$ cat src/rtl/tictactoe_pkg.sv
// tictactoe_pkg: shared cell, result and controller-state types plus board helpers
package tictactoe_pkg;
  localparam int NUM_CELLS = 9;
  typedef enum logic [1:0] {EMPTY = 2'b00, P1 = 2'b01, P2 = 2'b10} cell_t;
  typedef enum logic [1:0] {NONE = 2'b00, P1_WIN = 2'b01, P2_WIN = 2'b10, DRAW = 2'b11} result_t;
  typedef enum logic [1:0] {IDLE = 2'b00, TURN = 2'b01, CHECK = 2'b10, OVER = 2'b11} ctrl_state_t;
  // cell0 sits in the top bits of the packed board; out-of-range indices read as empty
  function automatic logic [1:0] cell_at(input logic [2*NUM_CELLS-1:0] b, input logic [3:0] idx);
    logic [1:0] c;
    c = 2'b00;
    for (int i = 0; i < NUM_CELLS; i++)
      if (idx == 4'(i)) c = b[2*(NUM_CELLS-1-i) +: 2];
    return c;
  endfunction
endpackage

$ cat src/rtl/turn_controller_if.sv
// turn_controller_if: move requests, board/win inputs and cell-write/status outputs
// master: player/board side (drives requests, board, win); slave: the controller
interface turn_controller_if;
  import tictactoe_pkg::*;
  logic                   new_game;
  logic                   move_req;
  logic [3:0]             move_idx;
  logic [2*NUM_CELLS-1:0] board;
  logic [1:0]             win;
  logic                   wr_en;
  logic [3:0]             wr_idx;
  logic [1:0]             wr_val;
  logic                   clr_board;
  logic                   move_ack;
  logic                   move_err;
  logic [1:0]             cur_player;
  logic                   game_over;
  logic [1:0]             result;
  logic [3:0]             move_cnt;
  modport master (output new_game, move_req, move_idx, board, win,
                  input wr_en, wr_idx, wr_val, clr_board, move_ack, move_err,
                  cur_player, game_over, result, move_cnt);
  modport slave (input new_game, move_req, move_idx, board, win,
                 output wr_en, wr_idx, wr_val, clr_board, move_ack, move_err,
                 cur_player, game_over, result, move_cnt);
endinterface

$ cat src/rtl/turn_controller_edge_detect.sv
// edge_detect: one-cycle pulse on a 0->1 transition of i_sig
// Ports: clk, reset (async active-low), i_sig level in, o_rise pulse out.
// A level already high when reset releases is not reported as an edge.
module edge_detect (
  input  logic clk,
  input  logic reset,
  input  logic i_sig,
  output logic o_rise
);
  logic r_prev, r_arm;
  always_ff @(posedge clk or negedge reset) begin
    if (!reset) begin
      r_prev <= 1'b0;
      r_arm  <= 1'b0;
    end else begin
      r_prev <= i_sig;
      r_arm  <= 1'b1;
    end
  end
  assign o_rise = r_arm & i_sig & ~r_prev;
endmodule

$ cat src/rtl/turn_controller.sv
// turn_controller: tic-tac-toe turn sequencer and sole writer of the board
// Ports: clk, reset (async active-low), bus (turn_controller_if.slave): move
// requests, board and win in; cell writes, board clear, ack/err and game status out.
// Macro TURN_TIMEOUT_EN: a turn idle for TIMEOUT_CYCLES passes to the other player.
module turn_controller
  import tictactoe_pkg::*;
#(
  parameter int CHECK_LAT      = 2,
  parameter int TIMEOUT_CYCLES = 50000000
) (
  input logic clk,
  input logic reset,
  turn_controller_if.slave bus
);
  localparam logic [1:0] S_IDLE  = IDLE;
  localparam logic [1:0] S_TURN  = TURN;
  localparam logic [1:0] S_CHECK = CHECK;
  localparam logic [1:0] S_OVER  = OVER;
  logic [1:0] r_state, r_cur, r_first, r_wr_val, r_res;
  logic [3:0] r_wr_idx, r_cnt;
  logic [7:0] r_chk;
  logic       r_wr_en, r_clr, r_ack, r_err;
  logic       w_ng, w_valid, w_acc, w_tmo;
  logic [1:0] w_other, w_nfirst;
  edge_detect u_ng (.clk(clk), .reset(reset), .i_sig(bus.new_game), .o_rise(w_ng));
  assign w_valid  = bus.move_idx < 4'(NUM_CELLS) && cell_at(bus.board, bus.move_idx) == EMPTY;
  assign w_acc    = r_state == S_TURN && bus.move_req && w_valid;
  // players are 01/10, so swapping the bits toggles between them
  assign w_other  = {r_cur[0], r_cur[1]};
  assign w_nfirst = {r_first[0], r_first[1]};
`ifdef TURN_TIMEOUT_EN
  logic [31:0] r_to;
  assign w_tmo = r_state == S_TURN && r_to == 32'(TIMEOUT_CYCLES - 1);
  always_ff @(posedge clk or negedge reset) begin
    if (!reset) r_to <= '0;
    else r_to <= (r_state == S_TURN && !w_ng && !w_acc && !w_tmo) ? r_to + 32'd1 : '0;
  end
`else
  assign w_tmo = 1'b0;
`endif
  always_ff @(posedge clk or negedge reset) begin
    if (!reset) begin
      r_state  <= S_IDLE;
      r_cur    <= P1;
      r_first  <= P1;
      r_wr_val <= 2'b00;
      r_wr_idx <= 4'd0;
      r_res    <= NONE;
      r_cnt    <= 4'd0;
      r_chk    <= 8'd0;
      r_wr_en  <= 1'b0;
      r_clr    <= 1'b0;
      r_ack    <= 1'b0;
      r_err    <= 1'b0;
    end else begin
      r_clr   <= w_ng;
      r_wr_en <= w_acc && !w_ng;
      r_ack   <= w_acc && !w_ng;
      r_err   <= r_state == S_TURN && !w_ng && !w_acc && (w_tmo || bus.move_req);
      if (w_ng) begin
        // the very first game keeps P1; every later start alternates the opener
        r_state <= S_TURN;
        r_cnt   <= 4'd0;
        r_res   <= NONE;
        r_first <= (r_state == S_IDLE) ? r_first : w_nfirst;
        r_cur   <= (r_state == S_IDLE) ? r_first : w_nfirst;
      end else if (w_acc) begin
        r_state  <= S_CHECK;
        r_chk    <= 8'd0;
        r_wr_idx <= bus.move_idx;
        r_wr_val <= r_cur;
        r_cnt    <= (r_cnt == 4'd9) ? r_cnt : r_cnt + 4'd1;
      end else if (w_tmo) begin
        r_cur <= w_other;
      end else if (r_state == S_CHECK) begin
        if (r_chk != 8'(CHECK_LAT)) r_chk <= r_chk + 8'd1;
        else if (bus.win != NONE) begin
          r_res   <= bus.win;
          r_state <= S_OVER;
        end else if (r_cnt == 4'd9) begin
          r_res   <= DRAW;
          r_state <= S_OVER;
        end else begin
          r_cur   <= w_other;
          r_state <= S_TURN;
        end
      end
    end
  end
  assign bus.wr_en      = r_wr_en;
  assign bus.wr_idx     = r_wr_idx;
  assign bus.wr_val     = r_wr_val;
  assign bus.clr_board  = r_clr;
  assign bus.move_ack   = r_ack;
  assign bus.move_err   = r_err;
  assign bus.cur_player = (r_state == S_TURN) ? r_cur : 2'b00;
  assign bus.game_over  = r_state == S_OVER;
  assign bus.result     = r_res;
  assign bus.move_cnt   = r_cnt;
endmodule

$ cat src/flat_wrapper.sv
// flat-port wrapper written by rule: the top's interface ports become plain ports
module turn_controller_flat import tictactoe_pkg::*;
#(
  parameter int CHECK_LAT      = 2,
  parameter int TIMEOUT_CYCLES = 50000000
)
  (clk, reset, bus_new_game, bus_move_req, bus_move_idx, bus_board, bus_win, bus_wr_en, bus_wr_idx, bus_wr_val, bus_clr_board, bus_move_ack, bus_move_err, bus_cur_player, bus_game_over, bus_result, bus_move_cnt);
  turn_controller_if bus_i ();
  input logic clk;
  input logic reset;
  input wire logic [$bits(bus_i.new_game)-1:0] bus_new_game;
  input wire logic [$bits(bus_i.move_req)-1:0] bus_move_req;
  input wire logic [$bits(bus_i.move_idx)-1:0] bus_move_idx;
  input wire logic [$bits(bus_i.board)-1:0] bus_board;
  input wire logic [$bits(bus_i.win)-1:0] bus_win;
  output wire logic [$bits(bus_i.wr_en)-1:0] bus_wr_en;
  output wire logic [$bits(bus_i.wr_idx)-1:0] bus_wr_idx;
  output wire logic [$bits(bus_i.wr_val)-1:0] bus_wr_val;
  output wire logic [$bits(bus_i.clr_board)-1:0] bus_clr_board;
  output wire logic [$bits(bus_i.move_ack)-1:0] bus_move_ack;
  output wire logic [$bits(bus_i.move_err)-1:0] bus_move_err;
  output wire logic [$bits(bus_i.cur_player)-1:0] bus_cur_player;
  output wire logic [$bits(bus_i.game_over)-1:0] bus_game_over;
  output wire logic [$bits(bus_i.result)-1:0] bus_result;
  output wire logic [$bits(bus_i.move_cnt)-1:0] bus_move_cnt;
  assign bus_i.new_game = bus_new_game;
  assign bus_i.move_req = bus_move_req;
  assign bus_i.move_idx = bus_move_idx;
  assign bus_i.board = bus_board;
  assign bus_i.win = bus_win;
  assign bus_wr_en = bus_i.wr_en;
  assign bus_wr_idx = bus_i.wr_idx;
  assign bus_wr_val = bus_i.wr_val;
  assign bus_clr_board = bus_i.clr_board;
  assign bus_move_ack = bus_i.move_ack;
  assign bus_move_err = bus_i.move_err;
  assign bus_cur_player = bus_i.cur_player;
  assign bus_game_over = bus_i.game_over;
  assign bus_result = bus_i.result;
  assign bus_move_cnt = bus_i.move_cnt;
  turn_controller #(.CHECK_LAT(CHECK_LAT), .TIMEOUT_CYCLES(TIMEOUT_CYCLES)) u_core (.clk(clk), .reset(reset), .bus(bus_i));
endmodule
$ cat config.mk
export PLATFORM = sky130hd
export DESIGN_NAME = turn_controller_flat
export DESIGN_NICKNAME = d
export VERILOG_FILES = /design/src/rtl/tictactoe_pkg.sv /design/src/rtl/turn_controller_if.sv /design/src/rtl/turn_controller_edge_detect.sv /design/src/rtl/turn_controller.sv /design/src/flat_wrapper.sv
export SDC_FILE = /design/constraint.sdc
export NUM_CORES = 1
export LEC_CHECK = 0
export ABC_AREA = 0
export CAP_MARGIN = 20
export CORE_MARGIN = 1
export CORE_UTILIZATION = 50
export CTS_CLUSTER_SIZE = 10
export DETAILED_ROUTE_END_ITERATION = 10
export PLACE_DENSITY = 0.89
export SLEW_MARGIN = 20
export SYNTH_ARGS = -nofsm -noshare
export SYNTH_HDL_FRONTEND = slang
export SYNTH_HIERARCHICAL = 1
export SYNTH_SLANG_ARGS = --single-unit
$ cat constraint.sdc
create_clock -name clk -period 6.9 [get_ports clk]
set_clock_uncertainty 0.1 [all_clocks]
set_input_delay 2.07 -clock clk [delete_from_list [all_inputs] [get_ports clk]]
set_output_delay 2.07 -clock clk [all_outputs]
set_load 0.02 [all_outputs]
==> key figures, run 1 <==
CTS
  • Post-cts resize count: 0
  • Number of hold buffers added after CTS: 0
  • Root Buffer: clkbuf_4
  • TritonCTS Buffers: 5
  • Clk buf depth: 2
  • H-Tree Depth: 2
  • Sink Count: 31
  • Worst skew pair latency: around 330 ps
  • Clock transition at path regs: 90 ps
  • CTS tree: built
  • Setup bufs post-CTS: 0

Timing
  • Period utilisation layout: 66.0%
  • Least-Margin Pin Slew: about 840 ps
  • Final setup vio count: 0
  • Final hold violation count: 0
  • Final Max Slew Viols: 0
  • Fmax: 220 MHz
  • RSZ-0062 raised after global routing: no
  • Fin crit period: 4560 ps
  • Slew HR: 43.8%
  • Post-Route Setup TNS: 0 ps

Pwr
  • Max VDD drop: 0.000209 V
  • Sw frac: 34.5%
  • Sw power: ~0.25 mW
  • Total power: 0.714 mW
  • Leak pwr: 0.917 nW
  • Gate power share: 39.8%
  • Int Pwr: 0.468 mW
  • Clock power frac: 20.6%
  • Seq pwr share: 39.5%
  • Power per cell area: 330 nW/um^2

Worst setup path
  • CP startpoint kind: input pin
  • CP Cell Sequence: clkdlybuf4s50_1 -> nor3_1 -> a211o_2 -> o311ai_0 -> and2_1 -> nor4_4 -> mux2_2
  • Crit-path max cell delay: 750 ps
  • Setup CP Type: input pin to flop
  • Critical Path Slowest Stage Cell: nor4_4
  • Crit. End Element: flop
  • Worst path required time: roughly 7000 ps
  • Arrival time at the worst endpoint: approximately 4700 ps
  • CP max FO: 16

Layout
  • NumNets Final: ~230
  • Layout area overhead: 35.0%
  • Ant diodes: 0
  • Layout Utilization: a little over 70%
  • Commonest non-fill, non-tap cell in the layout: clkdlybuf4s50_1
  • Share of cells above drive strength 1: 12.9%
  • Most frequent cells in the layout: 46 x clkdlybuf4s50_1, 29 x dfrtp_1, 21 x nor2_1, 11 x nand2_1, 8 x mux2_2

Yosys
  • Mapped Cells: 152
  • Synth area leader: dfrtp_1
  • Largest cells by area after synthesis: dfrtp_1 45%, mux2_2 5.6%, nor2_1 4.9%
  • Yosys cell types: between 40 and 50
  • FFs w/ async S/R, synth: 100%
  • Area of the mapped netlist: 1600 um^2
  • Register area share after synthesis: 48.6%
  • Synth top area share: 45.3%
  • #FFs+latches synth: 31
  • Number of flops mapped to enable cells by yosys: 0
  • Synth Warn #: 6
  • Syn_area_per_cell: 10.5 um^2
  • Primary FF master, synth: dfrtp_1
  • Syn nets: 184

Die
  • Die area: 3430 um^2
  • Core Region: 3050 um^2
  • Die Ht: 58.6 um
  • Top-Level Pins: 47
  • FP Rows: 20
  • Starting Density: 52.5%
  • Die Width: 58.6 um

Place
  • Number of port buffers: 46
  • DP Wirelength: 2.63 mm
  • Placer Congestion: slightly below 0.8

Global routing
  • Initial antenna violation count: 0
  • Total Routing Usage GR: 22.7%
  • Vias in the first global route: 1346
  • First-pass GRT wire length: 5.69 mm
  • Largest net degree at the start of global routing: 32
  • GR Overflow Total: 0

Drt
  • Routed WL: 3.56 mm
  • Iter 0 DRT Violations: a little over 50
  • DRC Markers: 0
  • Final ANT Viol Nets: 0
  • Drt via density: roughly 5.5
  • Drt first pass iters: 4
  • Total number of vias: between 1000 and 1500
  • WL per Instance: 14.5 um

Worst hold path
  • Tightest Hold Check Type: flop to flop

Flow run
  • Max-cap check violation count: 0

Status
  • Status: finished clean
[state kept, by name, summed over array words and instances, names as in the netlist]
name / flops
u_core/bus.clr_board: 1
u_core/bus.move_ack: 1
u_core/u_ng/r_prev: 1
u_core/r_first: 2
u_core/r_cur: 2
u_core/bus.move_cnt: 4
u_core/r_state: 2
u_core/r_chk: 8
u_core/u_ng/r_arm: 1
u_core/bus.wr_val: 2
u_core/bus.move_err: 1
u_core/bus.result: 2
u_core/bus.wr_idx: 4
[cell usage after synthesis (all sizes together) (4+ instances only)]
library cell / count
inv: 4
o21a: 5
and2: 5
nor3: 5
xor2: 5
o21ai: 6
buf: 5
nor2: 21
mux2: 8
dfrtp: 29
nand2: 11
a21oi: 5
ha: 4
[routing by layer]
layer	up-vias	routed length, um	GRT usage [%]
li1	634	-	-
met4	0	116	11.9
met2	64	1790	40.4
met3	15	310	7.47
met5	-	0	0
met1	636	1350	23.8
[path summary, 6_finish.rpt]
check,from,end,slack [ps],depth (start not counted)
max reg2reg,u_core/r_chk[0],u_core/r_cur[1],4340,8
max in group asynchronous,reset,u_core/r_first[0],4370,2
min,u_core/r_first[1],u_core/r_first[1],410,1
max,bus_move_idx[0],u_core/bus.wr_idx[0],2340,7
min in group asynchronous,reset,u_core/r_chk[3],2010,2
min reg2reg,u_core/r_first[1],u_core/r_first[1],410,1
[critical path: cells and delay by family]
family	cells	cell delay [ps]
AND/OR/NAND/NOR	3	1290
buffers and inverters	1	560
multiplexers	1	420
AO/OA/AOI/OAI	2	330
[cells by family after synthesis]
kind of cell	after synthesis	synth area share, %
AND/OR/NAND/NOR	64	21.3
flip-flops	31	48.6
AO/OA/AOI/OAI	29	13.8
buffers and inverters	9	3.98
multiplexers	8	5.63
XOR/XNOR	6	3.28
adder cells (fa/ha/maj)	4	3.13
other	1	0.234
[stage by stage]
step | setup WS, ps | cells | hold WS (ps) | area (um^2)
finish | 2340 | 246 | 409 | 2160
global route | 2180 | 246 | 435 | 2160
detailed placement | 2030 | 238 | 386 | 2080
floorplan | 3060 | 152 | 366 | 1600
global placement | 2160 | 238 | 377 | 2080
CTS | 2380 | 246 | 407 | 2160
[power by group through the flow]
stage          combinational (mW)  clock (mW)  sequential [mW]
5_1_grt                     0.307       0.160            0.290
3_5_place_dp                0.285           0            0.286
6_report                    0.285       0.147            0.282
4_1_cts                     0.286       0.152            0.282
3_3_place_gp                0.273           0            0.279
2_1_floorplan               0.132           0            0.307
[area by class of cell]
cell class	instances	area, um^2
repair buffers	47	468
inverters	4	15.0
fillers	229	891
multi-input cells	112	759
well taps	44	55.1
clock buffers	6	51.3
flip-flops and latches	31	778
clock inverters	2	35.0
Power figures use the tool's default switching activity.
==> run 2, diff against run 1 <==
--- a/config.mk
+++ b/config.mk
@@ -8,10 +8,10 @@
 export ABC_AREA = 0
 export CAP_MARGIN = 20
 export CORE_MARGIN = 1
-export CORE_UTILIZATION = 50
+export CORE_UTILIZATION = 47
 export CTS_CLUSTER_SIZE = 10
 export DETAILED_ROUTE_END_ITERATION = 10
-export PLACE_DENSITY = 0.89
+export PLACE_DENSITY = 0.85
 export SLEW_MARGIN = 20
 export SYNTH_ARGS = -nofsm -noshare
 export SYNTH_HDL_FRONTEND = slang
==> constraint.sdc (replaced) <==
create_clock -name clk -period 4.7 [get_ports clk]
set_clock_uncertainty 0.1 [all_clocks]
set_input_delay 1.41 -clock clk [delete_from_list [all_inputs] [get_ports clk]]
set_output_delay 1.41 -clock clk [all_outputs]
set_load 0.02 [all_outputs]
==> key figures, run 2 (synthesized netlist as in run 1, its figures left out) <==
Status
  • Status: finished clean (unchanged)

Worst setup path
  • Reg-to-reg critical path startpoint: u_core/r_chk[0] (unchanged)
  • CP startpoint kind: input pin (unchanged)
  • Reg2Reg Setup Slack: 2210 ps (was 4340 ps)
  • Worst Reg2Reg Path Length in Cells: 8 (unchanged)
  • Crit. End Element: flop (unchanged)
  • CP delay by family, top: simple AND/OR/NAND/NOR gates (unchanged)
  • Crit path buf inv count: 2 (was 1)
  • Crit-path max cell delay: 540 ps (was 750 ps)
  • Worst reg2reg endpoint: u_core/r_cur[1] (unchanged)
  • CP max FO: 13 (was 16)
  • Setup CP Type: input pin to flop (unchanged)
  • Worst path required time: 4820 ps (was 7020 ps)
  • CP startpoint: bus_move_idx[1] (was bus_move_idx[0])
  • Critical Path Slowest Stage Cell: clkdlybuf4s50_1 (was nor4_4)
  • CP Cell Sequence: clkdlybuf4s50_1 -> or3_1 -> o31ai_1 -> a221oi_2 -> and2_1 -> nor4_4 -> buf_4 -> mux2_2 (was clkdlybuf4s50_1 -> nor3_1 -> a211o_2 -> o311ai_0 -> and2_1 -> nor4_4 -> mux2_2)
  • Arrival time at the worst endpoint: 3790 ps (was 4680 ps)

Drt
  • Total number of vias: 1342 (was 1349)
  • Drt via density: 5.43 (was 5.48)
  • WL per Instance: 14.5 um (about the same)
  • Routed WL: 3.58 mm (was 3.56 mm)
  • Final ANT Viol Nets: 0 (unchanged)
  • Drt first pass iters: 4 (unchanged)
  • Iter 0 DRT Violations: 31 (was 51)
  • DRC Markers: 0 (unchanged)

Pwr
  • Max VDD drop: 0.000386 V (was 0.000209 V)
  • Total power: 1.04 mW (was 0.714 mW)
  • Leak pwr: 0.923 nW (was 0.917 nW)
  • Power per cell area: 481 nW/um^2 (was 330 nW/um^2)

Layout
  • Non-Filler Instances: 247 (was 246)
  • Layout area overhead: 35.5% (was 35.0%)
  • Largest register FFs: 8 (unchanged)
  • Ant diodes: 0 (unchanged)
  • Largest register by flop count: u_core/r_chk (unchanged)
  • Share of cells above drive strength 1: 13.3% (was 12.9%)
  • Most frequent cells in the layout: 46 x clkdlybuf4s50_1, 29 x dfrtp_1, 21 x nor2_1, 11 x nand2_1, 8 x mux2_2 (unchanged)
  • Layout Utilization: 68.8% (was 70.8%)
  • Final instance area: 2170 um^2 (was 2160 um^2)
  • Commonest non-fill, non-tap cell in the layout: clkdlybuf4s50_1 (unchanged)
  • NumNets Final: 234 (was 233)

CTS
  • CTS tree: built (unchanged)
  • Root Buffer: clkbuf_4 (unchanged)
  • Sink Count: 31 (unchanged)
  • Worst skew pair latency: 330 ps (about the same)
  • TritonCTS Buffers: 5 (unchanged)
  • Post-cts resize count: 0 (unchanged)
  • Clock transition at path regs: 90 ps (about the same)
  • Number of hold buffers added after CTS: 0 (unchanged)
  • Clk buf depth: 2 (unchanged)
  • Setup bufs post-CTS: 0 (unchanged)
  • H-Tree Depth: 2 (unchanged)

Timing
  • Final Max Slew Viols: 0 (unchanged)
  • Period utilisation layout: approximately 78%
  • Fmax: 273 MHz
  • Post-Route Setup TNS: 0 ps (unchanged)
  • Final setup vio count: 0 (unchanged)
  • RSZ-0062 raised after global routing: no (unchanged)
  • Worst hold slack: 416 ps (was 409 ps)
  • Final hold violation count: 0 (unchanged)
  • Setup WS post-layout: 1030 ps (was 2340 ps)
  • Least-Margin Pin Slew: 716 ps (was 837 ps)
  • Slew HR: 52.2% (was 43.8%)
  • Fin crit period: 3670 ps

Die
  • FP Rows: 20 (unchanged)
  • Core Region: 3150 um^2 (was 3050 um^2)
  • Starting Density: 50.8% (was 52.5%)
  • Die area: 3650 um^2 (was 3430 um^2)
  • Die Width: 60.4 um (was 58.6 um)
  • Die Ht: 60.4 um (was 58.6 um)
  • Top-Level Pins: 47 (unchanged)

Flow run
  • Max-cap check violation count: 0 (unchanged)

Global routing
  • Initial antenna violation count: 0 (unchanged)
  • GR Overflow Total: 0 (unchanged)
  • First-pass GRT wire length: 5.82 mm (was 5.69 mm)
  • Largest net degree at the start of global routing: 32 (unchanged)
  • Total Routing Usage GR: 22.3% (was 22.7%)
  • Vias in the first global route: 1412 (was 1346)

Place
  • DP Wirelength: 2.69 mm (was 2.63 mm)
  • Placed cell area: 2080 um^2 (about the same)
  • Number of port buffers: 46 (unchanged)
  • Placer Congestion: 0.777 (was 0.794)
  • DP Worst Slack: 669 ps (was 2030 ps)
  • Inst Count DP: 239 (was 238)

Worst hold path
  • Tightest Hold Check Type: flop to flop (unchanged)
  • Hold EP: u_core/r_first[1] (unchanged)
  • Hold path depth: 1 (unchanged)
  • Worst Hold Launch: u_core/r_first[1] (unchanged)
==> run 2: layout make-up <==
type	instances	area [um^2]
fillers	251	983
clock inverters	2	35.0
well taps	44	55.1
repair buffers	48	475
flip-flops and latches	31	778
clock buffers	6	51.3
inverters	4	15.0
multi-input cells	112	759
==> run 2: worst max path at each step <==
stage | slack [ps] | endpoint | cells after the start
final | 1030 | u_core/bus.wr_idx[1] | 8
after global placement | 820 | u_core/bus.wr_idx[1] | 8
after floorplan | 1520 | u_core/bus.wr_idx[1] | 7
after global routing | 880 | u_core/bus.wr_idx[3] | 8
after CTS | 1020 | u_core/bus.wr_idx[1] | 8
after detailed placement | 670 | u_core/bus.wr_idx[1] | 8
==> run 2: per-layer routing <==
| layer | GRT usage (%) | up-vias | share of wire (%) |
|---|---|---|---|
| met5 | 0 | - | 0 |
| li1 | - | 639 | - |
| met4 | 8.31 | 0 | 1.4 |
| met3 | 7.89 | 5 | 7.2 |
| met2 | 42.2 | 41 | 51 |
| met1 | 22.1 | 657 | 40 |
==> run 2: report_power, final <==
group / internal [mW] / switching [mW] / leakage (nW) / total [mW]
combinational: 0.217 / 0.200 / 0.485 / 0.417
clock: 0.126 / 0.0891 / 0.0482 / 0.215
sequential: 0.346 / 0.0662 / 0.390 / 0.412
